[src/rtl/load_hazard_ctrl.sv]
`default_nettype none
// ============================================================================
//  Module   : load_hazard_ctrl
//  Purpose  : Carries the load destination down E/M/W, detects load-use and
//             memory-wait hazards, and drives the stall/bubble controls.
//             Optional HAZARD_STAT_EN adds saturating hazard counters.
//  Revision : 1.0  initial release
// ============================================================================
module load_hazard_ctrl #(
  parameter int WAIT_LIMIT = 15,
  parameter int CNT_W      = 16
) (
  input  logic             clk,
  input  logic             reset,
  input  logic [4:0]       d_dstM,
  input  logic [4:0]       d_srcA,
  input  logic [4:0]       d_srcB,
  input  logic             d_valid,
  input  logic             m_ready,
  output logic             F_stall,
  output logic             D_stall,
  output logic             E_bubble,
  output logic             M_stall,
  output logic [4:0]       E_dstM,
  output logic [4:0]       M_dstM,
  output logic [4:0]       W_dstM,
  output logic             W_loadwe,
  output logic             mem_timeout
`ifdef HAZARD_STAT_EN
  ,
  output logic [CNT_W-1:0] lu_count,
  output logic [CNT_W-1:0] mw_count
`endif
);

  // One spare count value so the increment never wraps at the limit.
  localparam int                  c_WAIT_W = $clog2(WAIT_LIMIT + 2);
  localparam logic [c_WAIT_W-1:0] c_LIMIT  = c_WAIT_W'(WAIT_LIMIT);
  localparam logic [c_WAIT_W-1:0] c_ONE    = c_WAIT_W'(1);

  typedef enum logic [1:0] {
    ST_RUN      = 2'd0,
    ST_LU_STALL = 2'd1,
    ST_MEM_WAIT = 2'd2
  } state_t;

  state_t              r_state;
  state_t              w_next_state;
  logic [4:0]          r_e_dstm;
  logic [4:0]          r_m_dstm;
  logic [4:0]          r_w_dstm;
  logic [c_WAIT_W-1:0] r_wait_cnt;
  logic [c_WAIT_W-1:0] w_wait_inc;
  logic                r_timeout;
  logic                w_lu;
  logic                w_mw;

  always_comb begin
    w_lu         = 1'b0;
    w_mw         = 1'b0;
    w_next_state = ST_RUN;
    F_stall      = 1'b0;
    D_stall      = 1'b0;
    E_bubble     = 1'b0;
    M_stall      = 1'b0;

    // Register 0 is excluded by requiring a non-zero load destination.
    w_lu = d_valid && (r_e_dstm != 5'd0) &&
           ((r_e_dstm == d_srcA) || (r_e_dstm == d_srcB));
    w_mw = (r_m_dstm != 5'd0) && !m_ready;

    if (!reset) begin
      if (w_mw) begin
        w_next_state = ST_MEM_WAIT;
        F_stall      = 1'b1;
        D_stall      = 1'b1;
        M_stall      = 1'b1;
      end else if (w_lu) begin
        w_next_state = ST_LU_STALL;
        F_stall      = 1'b1;
        D_stall      = 1'b1;
        E_bubble     = 1'b1;
      end
    end
  end

  assign w_wait_inc = r_wait_cnt + c_ONE;

  always_ff @(posedge clk) begin
    if (reset) begin
      r_state    <= ST_RUN;
      r_e_dstm   <= 5'd0;
      r_m_dstm   <= 5'd0;
      r_w_dstm   <= 5'd0;
      r_wait_cnt <= '0;
      r_timeout  <= 1'b0;
    end else begin
      r_state <= w_next_state;
      if (w_mw) begin
        // E and M hold; W takes a bubble so the load is not written twice.
        r_w_dstm <= 5'd0;
        if (r_wait_cnt != c_LIMIT) begin
          r_wait_cnt <= w_wait_inc;
        end
        if (w_wait_inc >= c_LIMIT) begin
          r_timeout <= 1'b1;
        end
      end else begin
        r_w_dstm <= r_m_dstm;
        r_m_dstm <= r_e_dstm;
        r_e_dstm <= (w_lu || !d_valid) ? 5'd0 : d_dstM;
        if (r_state == ST_MEM_WAIT) begin
          r_wait_cnt <= '0;
        end
      end
    end
  end

  assign E_dstM      = r_e_dstm;
  assign M_dstM      = r_m_dstm;
  assign W_dstM      = r_w_dstm;
  assign W_loadwe    = (r_w_dstm != 5'd0);
  assign mem_timeout = r_timeout;

`ifdef HAZARD_STAT_EN
  logic [CNT_W-1:0] r_lu_count;
  logic [CNT_W-1:0] r_mw_count;

  always_ff @(posedge clk) begin
    if (reset) begin
      r_lu_count <= '0;
      r_mw_count <= '0;
    end else begin
      if (E_bubble && (r_lu_count != '1)) begin
        r_lu_count <= r_lu_count + CNT_W'(1);
      end
      if (M_stall && (r_mw_count != '1)) begin
        r_mw_count <= r_mw_count + CNT_W'(1);
      end
    end
  end

  assign lu_count = r_lu_count;
  assign mw_count = r_mw_count;
`endif

endmodule
`default_nettype wire

[config.mk]
export PLATFORM = sky130hd
export DESIGN_NAME = load_hazard_ctrl
export DESIGN_NICKNAME = d
export VERILOG_FILES = /design/src/rtl/load_hazard_ctrl.sv
export SDC_FILE = /design/constraint.sdc
export NUM_CORES = 1
export LEC_CHECK = 0
export ABC_AREA = 1
export BUFFER_PORTS_ARGS = -buffer_cell sky130_fd_sc_hd__buf_4
export CAP_MARGIN = 10
export CORE_MARGIN = 1
export CORE_UTILIZATION = 25
export DETAILED_ROUTE_END_ITERATION = 10
export PLACE_DENSITY = 0.55
export SLEW_MARGIN = 25
export SYNTH_ARGS = -nofsm -noshare
export SYNTH_HDL_FRONTEND = slang
export SYNTH_SLANG_ARGS = --single-unit
[constraint.sdc]
create_clock -name clk -period 1.7 [get_ports clk]
set_input_delay 0.085 -clock clk [delete_from_list [all_inputs] [get_ports clk]]
set_output_delay 0.085 -clock clk [all_outputs]
set_load 0.1 [all_outputs]
After elaboration in Yosys (flattened, before gate mapping). Cells that the tools add are included.

Bits in registers: 23. Bits in latches: 0. Bits in writable memories: 0. Bits in read-only memories: 0. Input bits: 19. Output and inout port bits: 21. Logic and storage cells: 41. Memories: 0.

Add/sub/neg operators: 1. Multiply operators: 0. Divide/modulo/power cells: 0. $lt $le $gt $ge: 1. Equal/unequal tests: 5. Shift operators: 0. Multiplexer cells: 13. Bitwise logic cells: 0. Reductions and logical operators: 14.

Operator list (count): $mux W5 (4); $reduce_bool A5 Y1 (3); $eq A5 B5 Y1 (2); $mux W1 (8); $add A5 B1 Y5 const B (1); $ge A5 B4 Y1 const B (1); $ne A5 B4 Y1 const B (1); $reduce_and A2 Y1 (2); $logic_and A1 B1 Y1 (3); $eq A2 B2 Y1 const B (1); $logic_not A1 Y1 (2); $logic_or A1 B1 Y1 (2); $mux W2 (1); $ne A2 B1 Y1 const B (1); $reduce_bool A2 Y1 (1); $reduce_or A2 Y1 (1).

Logic depth before layout (Yosys ltp). Gate-level depths: netlist of the first run.

Depth after elaboration: 6. Mapped depth: 9. Mapped depth without buffers: 9.

Least setup slack after synthesis of the first run. No wires, ideal clock.

Path type: register to output. Start point: register r_m_dstm[2], in the netlist M_dstM[2]. End point: output F_stall. Data arrival time: 3.074 ns. Data required time: 1.615 ns. Path slack: -1.459 ns. Stages on the path, launching flop included: 8. Path buffers: 1. Cell sequence: dfxtp_1 > inv_1 > nand4_2 > nand2_4 > nor2_4 > inv_1 > o21ai_2 > buf_4.

Word-level cells in the longest chain between the ends: 4.

RTL lines: start: declaration (line 50) `logic [4:0] r_m_dstm;`; start signal: assignment (line 110) `r_m_dstm <= r_e_dstm;`; $reduce_bool A5 Y1 (line 70) `w_mw = (r_m_dstm != 5'd0) && !m_ready;`; $logic_and A1 B1 Y1 (line 70); $mux W1 (2 in series); end: declaration (line 20) `output logic F_stall,`.

Every way passes these cells.

Worst setup path after layout of the first run.
Start point: register r_e_dstm[3], in the netlist E_dstM[3]. End point: output D_stall.

Word-level cells in the longest chain between the ends: 6. Elaborated cells on any way between the ends: 9. Those cells by class: eq/ne (2); mux (3); reduce/logical (4).

RTL lines: start: declaration (line 49) `logic [4:0] r_e_dstm;`; start signal: assignment (line 111) `r_e_dstm <= (w_lu || !d_valid) ? 5'd0 : d_dstM;`; $eq A5 B5 Y1 or $reduce_bool A5 Y1 (tied branches) (line 69, 68); $logic_or A1 B1 Y1 or $logic_and A1 B1 Y1 (tied branches) (line 69, 68); $logic_and A1 B1 Y1 (*) (line 68) `w_lu = d_valid && (r_e_dstm != 5'd0) &&`; $mux W1 (*) (line 78) `end else if (w_lu) begin`; $mux W1 (*) (line 73) `if (w_mw) begin`; $mux W1 (*) (line 72) `if (!reset) begin`; end: declaration (line 21) `output logic D_stall,`.

Mark *: on every way between the ends. The rest lies on a longest branch, timed or not.

==> results of run 1 <==
## report_power, final
| group | total [W] | leakage [nW] | internal [W] | switching [W] |
|---|---|---|---|---|
| sequential | 0.000572 | 0.194 | 0.000550 | 0.0000221 |
| combinational | 0.000381 | 0.668 | 0.000116 | 0.000266 |
| clock | 0.000337 | 0.0228 | 0.000167 | 0.000170 |
## cell type report
| cell class | instances | area [sq um] |
|---|---|---|
| Multi-Input combinational cell | 109 | 602 |
| Fill cell | 471 | 2740 |
| Clock buffer | 4 | 45.0 |
| Inverter | 35 | 141 |
| Tap cell | 52 | 65.1 |
| Timing Repair Buffer | 43 | 352 |
| Sequential cell | 23 | 498 |
## timing repair
| action | in CTS | in global routing |
|---|---|---|
| pin swaps | 0 | 4 |
| hold endpoints to repair | 0 | 0 |
| resized for setup | 0 | 14 |
| setup endpoints to repair | 2 | 4 |
| setup buffers | 0 | 2 |
## sequential cells by signal (all words and copies together) (netlist names)
| name | count |
|---|---|
| mem_timeout | 1 |
| r_wait_cnt | 5 |
| W_dstM | 5 |
| M_dstM | 5 |
| r_state | 2 |
| E_dstM | 5 |
## placed cells by master, fill, tap and decap left out
master     n
buf_4     40
or2_0      2
xor2_1     2
nand2_1   41
nand3b_4   1
o21ai_0    2
o22ai_1    5
xnor2_1    2
dfxtp_4   10
o211ai_1   1
inv_2      4
nand4_4    1
ha_1       3
nand3_1   13
nor2_1    20
o21ai_4    1
nor2_4     3
clkbuf_8   3
inv_1     27
nand2_2    2
nor3_1     1
buf_6      1
buf_12     2
dfxtp_1   13
a21oi_1    5
nand4_1    1
inv_4      4
clkbuf_1   1
nand2_4    3
## worst max-delay path, delay by kind of cell (launching register included)
kind | cells | cell delay [ns]
buffers and inverters | 2 | 0.25
flip-flops | 1 | 0.39
AND/OR/NAND/NOR | 6 | 0.43
AO/OA/AOI/OAI | 1 | 0.19
## Yosys cell counts
cell type,number
nor2_4,1
o22ai_1,5
inv_1,35
or2_0,2
nand3_1,13
nor3_1,1
dfxtp_1,23
ha_1,3
xnor2_1,2
nand2_4,3
o211ai_1,1
nand3b_2,1
buf_6,1
nand4_1,1
buf_2,1
nand4_2,1
nor2_2,1
nor2_1,21
buf_4,1
a21oi_1,5
o21ai_0,2
nand2_1,43
xor2_1,2
o21ai_2,1
## stage by stage
stage | TNS, ns | cell area, sq um | std cells
global route | -0.0902 | 1700 | 266
finish | 0 | 1700 | 266
global placement | 0 | 1600 | 260
detailed placement | 0 | 1600 | 260
floorplan | -0.844 | 1260 | 170
CTS | -0.105 | 1650 | 264
## cell families (layout without fill, tap and decap cells)
logic type                 Yosys count  in the layout  synth area share, %
xor gates and xnor gates             4              4                 2.98
DFF                                 23             23                 39.2
AOI/OAI and AO/OA                   14             14                 7.03
adders and majority gates            3              3                 3.20
and+or+nand+nor                     88             88                 34.4
buffers and inverters               38             82                 13.2
## per-layer routing
metal | part of all wire, % | up-vias | global-route usage, %
li1 | - | 604 | -
met1 | 45 | 492 | 13.8
met2 | 48 | 26 | 20.2
met3 | 5.2 | 4 | 3.13
met4 | 1.8 | 0 | 4.44
met5 | 0 | - | 0
## final timing paths
| check | startpoint | end | depth (start not counted) |
|---|---|---|---|
| worst min-delay path | reset | r_wait_cnt[4] | 2 |
| worst max-delay path | E_dstM[3] | D_stall | 9 |
| worst min register to register | mem_timeout | mem_timeout | 2 |
| worst max register to register | r_wait_cnt[1] | r_wait_cnt[0] | 8 |
==> reports/metrics.json, run 1 <==
{
  "drive_gt1_share_pct": 35.0,
  "root_buf_cell": "clkbuf_8",
  "nets": 237,
  "floorplan.die_area_sq_um": 4980,
  "grt_use_total_pct": 11.7,
  "ir_worst_vdd_mv": 0.384,
  "dp.final_hpwl_mm": 2.13,
  "n_antenna_cell": 0,
  "yosysWarningCount": 0,
  "leakage_nw": 0.885,
  "worst_skew_ns": 0.00587,
  "maxClockFrequency_mhz": 616,
  "drt_first_pass_iters": 7,
  "post-route-worst-setup-slack_ns": 0.0758,
  "floorplan.initialDensity_pct": 26.4,
  "postSynthAreaPerCell_sq_um": 6.91,
  "total_power_w": 0.00129,
  "whs_ns": 0.0797,
  "coreArea_sq_um": 4440,
  "post-place-ws_ns": 0.131,
  "synthesis.instances": 170,
  "failed_checks": "DRC",
  "post_synth_main_area_contributors": "dfxtp_1 (39%), nand2_1 (14%), inv_1 (11%)",
  "min_tclk_post_route_ns": 1.62,
  "cts.reportedPaths.clkPinSlew_ns": 0.08,
  "antenna_violations_before_repair": 0,
  "synth-seq-area-share_pct": 39.2,
  "ctsLongestPathBuffers": 2,
  "pin_count_of_the_biggest_net_entering_global_routing": 17,
  "timing.max_cap.violations": 0,
  "mappedNetlistNets": 192,
  "synth_seq_cells": 23,
  "setup-violations-final": 0,
  "dr.first_iter.drc_count": 23,
  "crit_chain": "inv_2, nand2_1, nand2_1, nor2_1, nand3_1, nand2_2, nand2_4, o21ai_4, buf_12",
  "h-tree-depth": 1,
  "slew_violations": 0,
  "totalWireLength_mm": 2.73,
  "rows": 24,
  "i_o_pins": 40,
  "worst-path-max-fanout": 5,
  "start_kind": "flop",
  "yosysTopAreaCell": "dfxtp_1",
  "syn_to_final_growth_pct": 44.9,
  "synthesis.area_sq_um": 1170,
  "buffer_ports.inserted": 39,
  "cp.required_ns": 1.62,
  "cts_tree": "done",
  "wl_per_cell_um": 10.3,
  "distinct_cell_type_count_of_the_synthesized_netlist": 24,
  "worstSetupPathType": "flop to primary output",
  "gp_routability_congestion": 0.787,
  "antenna_violating_nets_post_route": 0,
  "drc": 3,
  "worst_setup_path_end_kind": "primary output",
  "timing.critical_path.slowest_stage_cell": "dfxtp_4",
  "holdBufCountCts": 0,
  "grt_setup_unrepaired": "true",
  "crit_arrival_ns": 1.54,
  "finalCoreUtilization_pct": 38.3,
  "cts.sink_count": 23,
  "worstHoldPathType": "input pin to flop",
  "globalRoute.totalOverflow": 0,
  "final_hold_viol_count": 0,
  "cp_common_cell": "nand2_1",
  "status": "finished, violations left",
  "post_drt_via_cell_ratio": 4.23,
  "numCtsBuffers": 3,
  "first_global_vias": 1092,
  "grt_pass1_wl_mm": 4.62,
  "clock_latency_ns": 0.26,
  "worst_slew_pin_slew_ns": 0.282,
  "max_stage_delay_ns": 0.39,
  "die_width_um": 70.6,
  "finalCritPeriodShare_pct": 95.5,
  "dr_total_vias": 1126,
  "power.density_nw_per_um2": 757,
  "synth.top_cell.area_share_pct": 39.2,
  "maxSlewHeadroom_pct": 81.3,
  "fp.dieH_um": 70.6,
  "regToRegSetupSlack_ns": 0.22
}
Note: power is estimated with default switching activity, not from simulation.
==> run 2: changes to the inputs <==
ABC_AREA = 0   (was 1)
==> reports/metrics.json, run 2 <==
{
  "status": "finished, violations left",
  "failed_checks": "setup timing",
  "crit_end": "D_stall",
  "cp.required_ns": 1.62,
  "worst-path-max-fanout": 3,
  "post_drt_via_cell_ratio": 4.95,
  "i_o_pins": 40,
  "power.switching_w": 0.000463,
  "yosysWarningCount": 0,
  "worstSetupPathType": "flop to primary output",
  "worst_skew_ns": 0.00477,
  "globalRoute.totalOverflow": 0,
  "antenna_violating_nets_post_route": 0,
  "wl_per_cell_um": 13.4,
  "switching_share_pct": 34.8,
  "drt_first_pass_iters": 4,
  "worstHoldPathType": "input pin to flop",
  "worst_slew_pin_slew_ns": 0.388,
  "gp_routability_congestion": 0.879,
  "distinct_cell_type_count_of_the_synthesized_netlist": 39,
  "regToRegSetupSlack_ns": 0.10,
  "numCtsBuffers": 3,
  "synthFlopType": "dfxtp_1",
  "dr.first_iter.drc_count": 51,
  "slew_violations": 0,
  "syn_to_final_growth_pct": 55.8,
  "drc": 0,
  "register_area_sq_um": 498,
  "synthesis.area_sq_um": 1160,
  "grt_use_total_pct": 12.9,
  "clock_latency_ns": 0.27,
  "totalWireLength_mm": 3.05,
  "timing.setup.tns_ns": -0.0237,
  "total_power_w": 0.00133,
  "buffer_ports.inserted": 39,
  "timing.max_cap.violations": 0,
  "synth-seq-area-share_pct": 39.7,
  "setup-violations-final": 2,
  "ys_top_cells_by_count": "dfxtp_1 (23), nor2_1 (11), xnor2_1 (11), nand3_1 (8), inv_1 (7)",
  "crit_chain": "xnor2_1, nand3_2, o22ai_2, a41o_4, buf_12",
  "cts.reportedPaths.clkPinSlew_ns": 0.08,
  "power.share.sequential_pct": 43.0,
  "finalCritPeriodShare_pct": 101,
  "layout_commonest_cell": "buf_4",
  "pin_count_of_the_biggest_net_entering_global_routing": 15,
  "power.share.clock_pct": 25.5,
  "h-tree-depth": 1,
  "cts_tree": "done",
  "die_width_um": 70.1,
  "endpoint_of_the_most_critical_register_to_register_path": "r_wait_cnt[0]",
  "r2r_cells": 6,
  "drive_gt1_share_pct": 50.3,
  "maxSlewHeadroom_pct": 73.5,
  "synthesis.instances": 125,
  "final_hold_viol_count": 0,
  "async_reset_ff_share_pct": 0,
  "path_depth": 5,
  "leakage_nw": 0.734,
  "root_buf_cell": "clkbuf_8",
  "whs_ns": 0.0832,
  "post_synth_main_area_contributors": "dfxtp_1 (40%), xnor2_1 (8.3%), mux2i_1 (4.3%)",
  "nets": 198,
  "synth.top_cell.area_share_pct": 39.7,
  "crit_arrival_ns": 1.63,
  "coreArea_sq_um": 4410,
  "postSynthAreaPerCell_sq_um": 9.27,
  "antenna_violations_before_repair": 0,
  "ir_worst_vdd_mv": 0.341,
  "timing.critical_path.slowest_stage_cell": "dfxtp_4",
  "fp.dieH_um": 70.1,
  "dp.final_hpwl_mm": 2.24,
  "critical_path.startpoint": "E_dstM[4]",
  "post-route-worst-setup-slack_ns": -0.0119,
  "synth_seq_cells": 23,
  "yosysTopAreaCell": "dfxtp_1",
  "power.density_nw_per_um2": 738,
  "most_common_cell_in_the_synthesized_netlist": "dfxtp_1",
  "mostFrequentLayoutCells": "buf_4 (47), dfxtp_1 (13), dfxtp_4 (10), nor2_1 (10)",
  "synth_enable_flop_cells": 0,
  "rows": 24,
  "ctsLongestPathBuffers": 2,
  "min_tclk_post_route_ns": 1.71,
  "grt_setup_unrepaired": "true",
  "first_global_vias": 1066,
  "cp.buffers_inverters": 1,
  "cts.sink_count": 23,
  "grt_pass1_wl_mm": 5.01,
  "floorplan.die_area_sq_um": 4910,
  "internal_power_w": 0.000869,
  "n_antenna_cell": 0,
  "area_occupied_by_multi_input_gates_sq_um": 746,
  "start_kind": "flop",
  "comb_power_share_pct": 31.5,
  "critPathTopFamily": "compound AO/OA/AOI/OAI gates",
  "maxClockFrequency_mhz": 584,
  "worst_setup_path_end_kind": "primary output",
  "floorplan.initialDensity_pct": 26.2,
  "n_fill_cell": 437,
  "max_stage_delay_ns": 0.37,
  "holdBufCountCts": 0,
  "startpoint_of_the_lowest_slack_register_to_register_path": "r_wait_cnt[0]",
  "dr_total_vias": 1123,
  "mappedNetlistNets": 147
}
==> run 2: changes by cell type in the layout (fill, tap and decap cells not counted), sizes merged, moves of 4 or more <==
| cell | before | now |
|---|---|---|
| xnor2 | 2 | 11 |
| nand2 | 46 | 4 |
| o31ai | 0 | 5 |
| nor2 | 23 | 12 |
| inv | 35 | 7 |
| mux2i | 0 | 5 |
| nand3 | 13 | 8 |
| and2 | 0 | 6 |
| nor3 | 1 | 5 |
| buf | 43 | 51 |
==> run 2: how the worst min path moves through the flow <==
stage,startpoint,endpoint,slack [ns],cells after the start
2_1_floorplan,d_valid,E_dstM[0],0.23,2
3_3_place_gp,d_dstM[1],E_dstM[1],0.37,3
3_5_place_dp,d_dstM[1],E_dstM[1],0.37,3
4_1_cts,d_dstM[1],E_dstM[1],0.08,3
5_1_grt,d_dstM[1],E_dstM[1],0.09,3
6_report,d_dstM[1],E_dstM[1],0.08,3
==> run 2: worst min-delay path, stage by stage <==
cell	delay, ns
buf_4	0.11
nand4_1	0.07
o31ai_1	0.05
==> run 2: layout make-up <==
type,instances,area share [%]
Timing Repair Buffer,51,23.5
Clock inverter,1,0.277
Multi-Input combinational cell,90,41.3
Clock buffer,3,2.29
Sequential cell,23,27.6
Tap cell,52,3.60
Inverter,7,1.46
==> run 2: cell families (layout without fill, tap and decap cells) <==
group           after synthesis  after routing  synth area share (%)
buf+inv                      12             62                  4.97
flops                        23             23                  39.7
compound gates               21             21                  14.1
xor+xnor                     11             11                  8.32
simple gates                 49             49                  24.3
fa+ha+maj                     3              3                  3.24
mux                           6              6                  5.29
==> run 2: per-stage QoR <==
| stage | worst slack [ns] | util [%] | cells | cell area (sq um) |
|---|---|---|---|---|
| after detailed placement | 0.0336 | 36.3 | 217 | 1600 |
| after CTS | 0.00423 | 39.9 | 224 | 1760 |
| after floorplan | -0.459 | - | 125 | 1240 |
| after global routing | -0.0554 | 40.9 | 227 | 1810 |
| after global placement | 0.0695 | 36.3 | 217 | 1600 |
| final | -0.0119 | 40.9 | 227 | 1810 |
==> run 2: power groups by stage <==
| stage | clock, W | combinational [W] | sequential, W |
|---|---|---|---|
| 5_1_grt | 0.000378 | 0.000440 | 0.000577 |
| 4_1_cts | 0.000350 | 0.000405 | 0.000573 |
| 2_1_floorplan | 0 | 0.000175 | 0.000679 |
| 3_3_place_gp | 0 | 0.000363 | 0.000586 |
| 3_5_place_dp | 0 | 0.000365 | 0.000587 |
| 6_report | 0.000339 | 0.000420 | 0.000573 |
==> run 2: repair_timing <==
item,CTS,global route
endpoints found under the setup margin,3,8
buffers inserted,3,3
pin swaps,5,6
resized for setup,16,5
==> run 2: layer usage <==
layer  part of all wire, %  up-vias  global-route usage (%)  wire length, um
met5                     0        -                       0                0
met4                   2.0        0                    5.56               62
met3                   4.8        6                    2.89              146
met2                    50       35                    21.8             1540
met1                    43      535                    15.8             1310
li1                      -      547                       -                -
==> run 3: changes to the inputs <==
CELL_PAD_IN_SITES_DETAIL_PLACEMENT = 0   (was unset)
CELL_PAD_IN_SITES_GLOBAL_PLACEMENT = 1   (was unset)
PLACE_DENSITY = 0.67   (was 0.55)
==> reports/metrics.json, run 3 (synthesis gave the netlist of run 2 again) <==
{
  "timing.max_cap.violations": 0,
  "coreArea_sq_um": 4410,
  "grt_setup_unrepaired": "true",
  "worstHoldPathType": "input pin to flop",
  "finalCoreUtilization_pct": 42.2,
  "worst_setup_path_end_kind": "primary output",
  "n_fill_cell": 434,
  "maxClockFrequency_mhz": 594,
  "i_o_pins": 40,
  "numCtsBuffers": 3,
  "r2r_cells": 7,
  "critical_path.startpoint": "E_dstM[3]",
  "regToRegSetupSlack_ns": 0.03,
  "buffer_ports.inserted": 39,
  "min_tclk_post_route_ns": 1.68,
  "area_occupied_by_multi_input_gates_sq_um": 782,
  "status": "complete, no violations",
  "crit_end": "F_stall",
  "nets": 201,
  "grt_use_total_pct": 12.6,
  "register_area_sq_um": 499,
  "post_drt_via_cell_ratio": 4.88,
  "dp.final_hpwl_mm": 2.34,
  "cts.reportedPaths.clkPinSlew_ns": 0.08,
  "final_hold_viol_count": 0,
  "mostFrequentLayoutCells": "buf_4 (50), dfxtp_1 (12), dfxtp_4 (10), nor2_1 (9), inv_1 (7)",
  "gp_routability_congestion": 0.905,
  "maxSlewHeadroom_pct": 74.4,
  "drc": 0,
  "worst_slew_pin_slew_ns": 0.374,
  "crit_arrival_ns": 1.60,
  "antenna_violating_nets_post_route": 0,
  "n_antenna_cell": 0,
  "crit_chain": "xnor2_2, nand3_2, o22ai_4, a41o_4, buf_12",
  "syn_to_final_growth_pct": 60.9,
  "rows": 24,
  "antenna_violations_before_repair": 0,
  "globalRoute.totalOverflow": 0,
  "cts_tree": "done",
  "wl_per_cell_um": 13.3,
  "root_buf_cell": "clkbuf_8",
  "cp.required_ns": 1.62,
  "cp.buffers_inverters": 1,
  "max_stage_delay_ns": 0.38,
  "dr.first_iter.drc_count": 32,
  "first_global_vias": 1071,
  "finalCritPeriodShare_pct": 99.0,
  "worst_skew_ns": 0.00254,
  "setup-violations-final": 0,
  "ir_worst_vdd_mv": 0.377,
  "dr_total_vias": 1123,
  "cts.sink_count": 23,
  "fp.dieH_um": 70.1,
  "clock_latency_ns": 0.26,
  "drt_first_pass_iters": 4,
  "floorplan.initialDensity_pct": 26.2,
  "pin_count_of_the_biggest_net_entering_global_routing": 15,
  "power.density_nw_per_um2": 723,
  "totalWireLength_mm": 3.07,
  "die_width_um": 70.1,
  "h-tree-depth": 1,
  "timing.critical_path.slowest_stage_cell": "dfxtp_4",
  "critPathTopFamily": "compound AO/OA/AOI/OAI gates",
  "startpoint_of_the_lowest_slack_register_to_register_path": "r_wait_cnt[0]",
  "holdBufCountCts": 0,
  "slew_violations": 0,
  "drive_gt1_share_pct": 55.1,
  "grt_pass1_wl_mm": 4.89,
  "layout_commonest_cell": "buf_4",
  "endpoint_of_the_most_critical_register_to_register_path": "r_wait_cnt[0]",
  "total_power_w": 0.00135,
  "floorplan.die_area_sq_um": 4910,
  "worstSetupPathType": "flop to primary output",
  "start_kind": "flop",
  "ctsLongestPathBuffers": 2,
  "path_depth": 5,
  "leakage_nw": 0.750,
  "worst-path-max-fanout": 5
}
run 3: worst reg2reg max path, cell delays in order (launching register included):
cell and delay (ns):
dfxtp_2 0.33, ha_2 0.18, and3_1 0.18, ha_2 0.19
a211oi_2 0.21, a311oi_2 0.05, buf_4 0.16, mux2_2 0.25
run 3: layout make-up:
| cell class | instances | area share [%] |
|---|---|---|
| multi-input combinational | 90 | 41.9 |
| sequential | 23 | 26.8 |
| timing repair buffer | 54 | 24.0 |
| tap | 52 | 3.49 |
| clock buffer | 4 | 2.42 |
| inverter | 7 | 1.41 |
run 3: power by group:
group,internal [W],switching (W)
Combinational,0.000171,0.000268
Clock,0.000167,0.000163
Sequential,0.000550,0.0000277
Total,0.000888,0.000459
run 3: what timing repair did:
action,in CTS,in global routing
buffers inserted,2,7
resized for setup,13,17
pin swaps,5,15
endpoints found under the setup margin,3,8
run 3: how the worst min path moves through the flow:
stage	startpoint	endpoint	slack [ns]	cells after the start
3_3_place_gp	d_dstM[1]	E_dstM[1]	0.36	3
5_1_grt	d_dstM[1]	E_dstM[1]	0.1	3
2_1_floorplan	d_valid	E_dstM[0]	0.23	2
6_report	d_dstM[1]	E_dstM[1]	0.1	3
4_1_cts	d_dstM[1]	E_dstM[1]	0.09	3
3_5_place_dp	d_dstM[1]	E_dstM[1]	0.37	3
run 3: stage by stage:
step                hold WS [ns]  setup TNS [ns]  std cells  worst slack [ns]  cell area [sq um]
global route              0.0952          -0.176        230           -0.0550               1860
finish                    0.0990               0        230            0.0169               1860
CTS                       0.0901               0        223           0.00128               1730
floorplan                  0.228          -0.698        125            -0.459               1240
global placement           0.364               0        217            0.0774               1600
detailed placement         0.371               0        217            0.0151               1600
run 3: layer usage:
| layer | part of all wire [%] | vias up | track usage [%] |
|---|---|---|---|
| met5 | 0 | - | 0 |
| li1 | - | 559 | - |
| met2 | 48 | 36 | 20.4 |
| met1 | 46 | 524 | 16.1 |
| met4 | 2.1 | 0 | 4.67 |
| met3 | 4.5 | 4 | 2.89 |
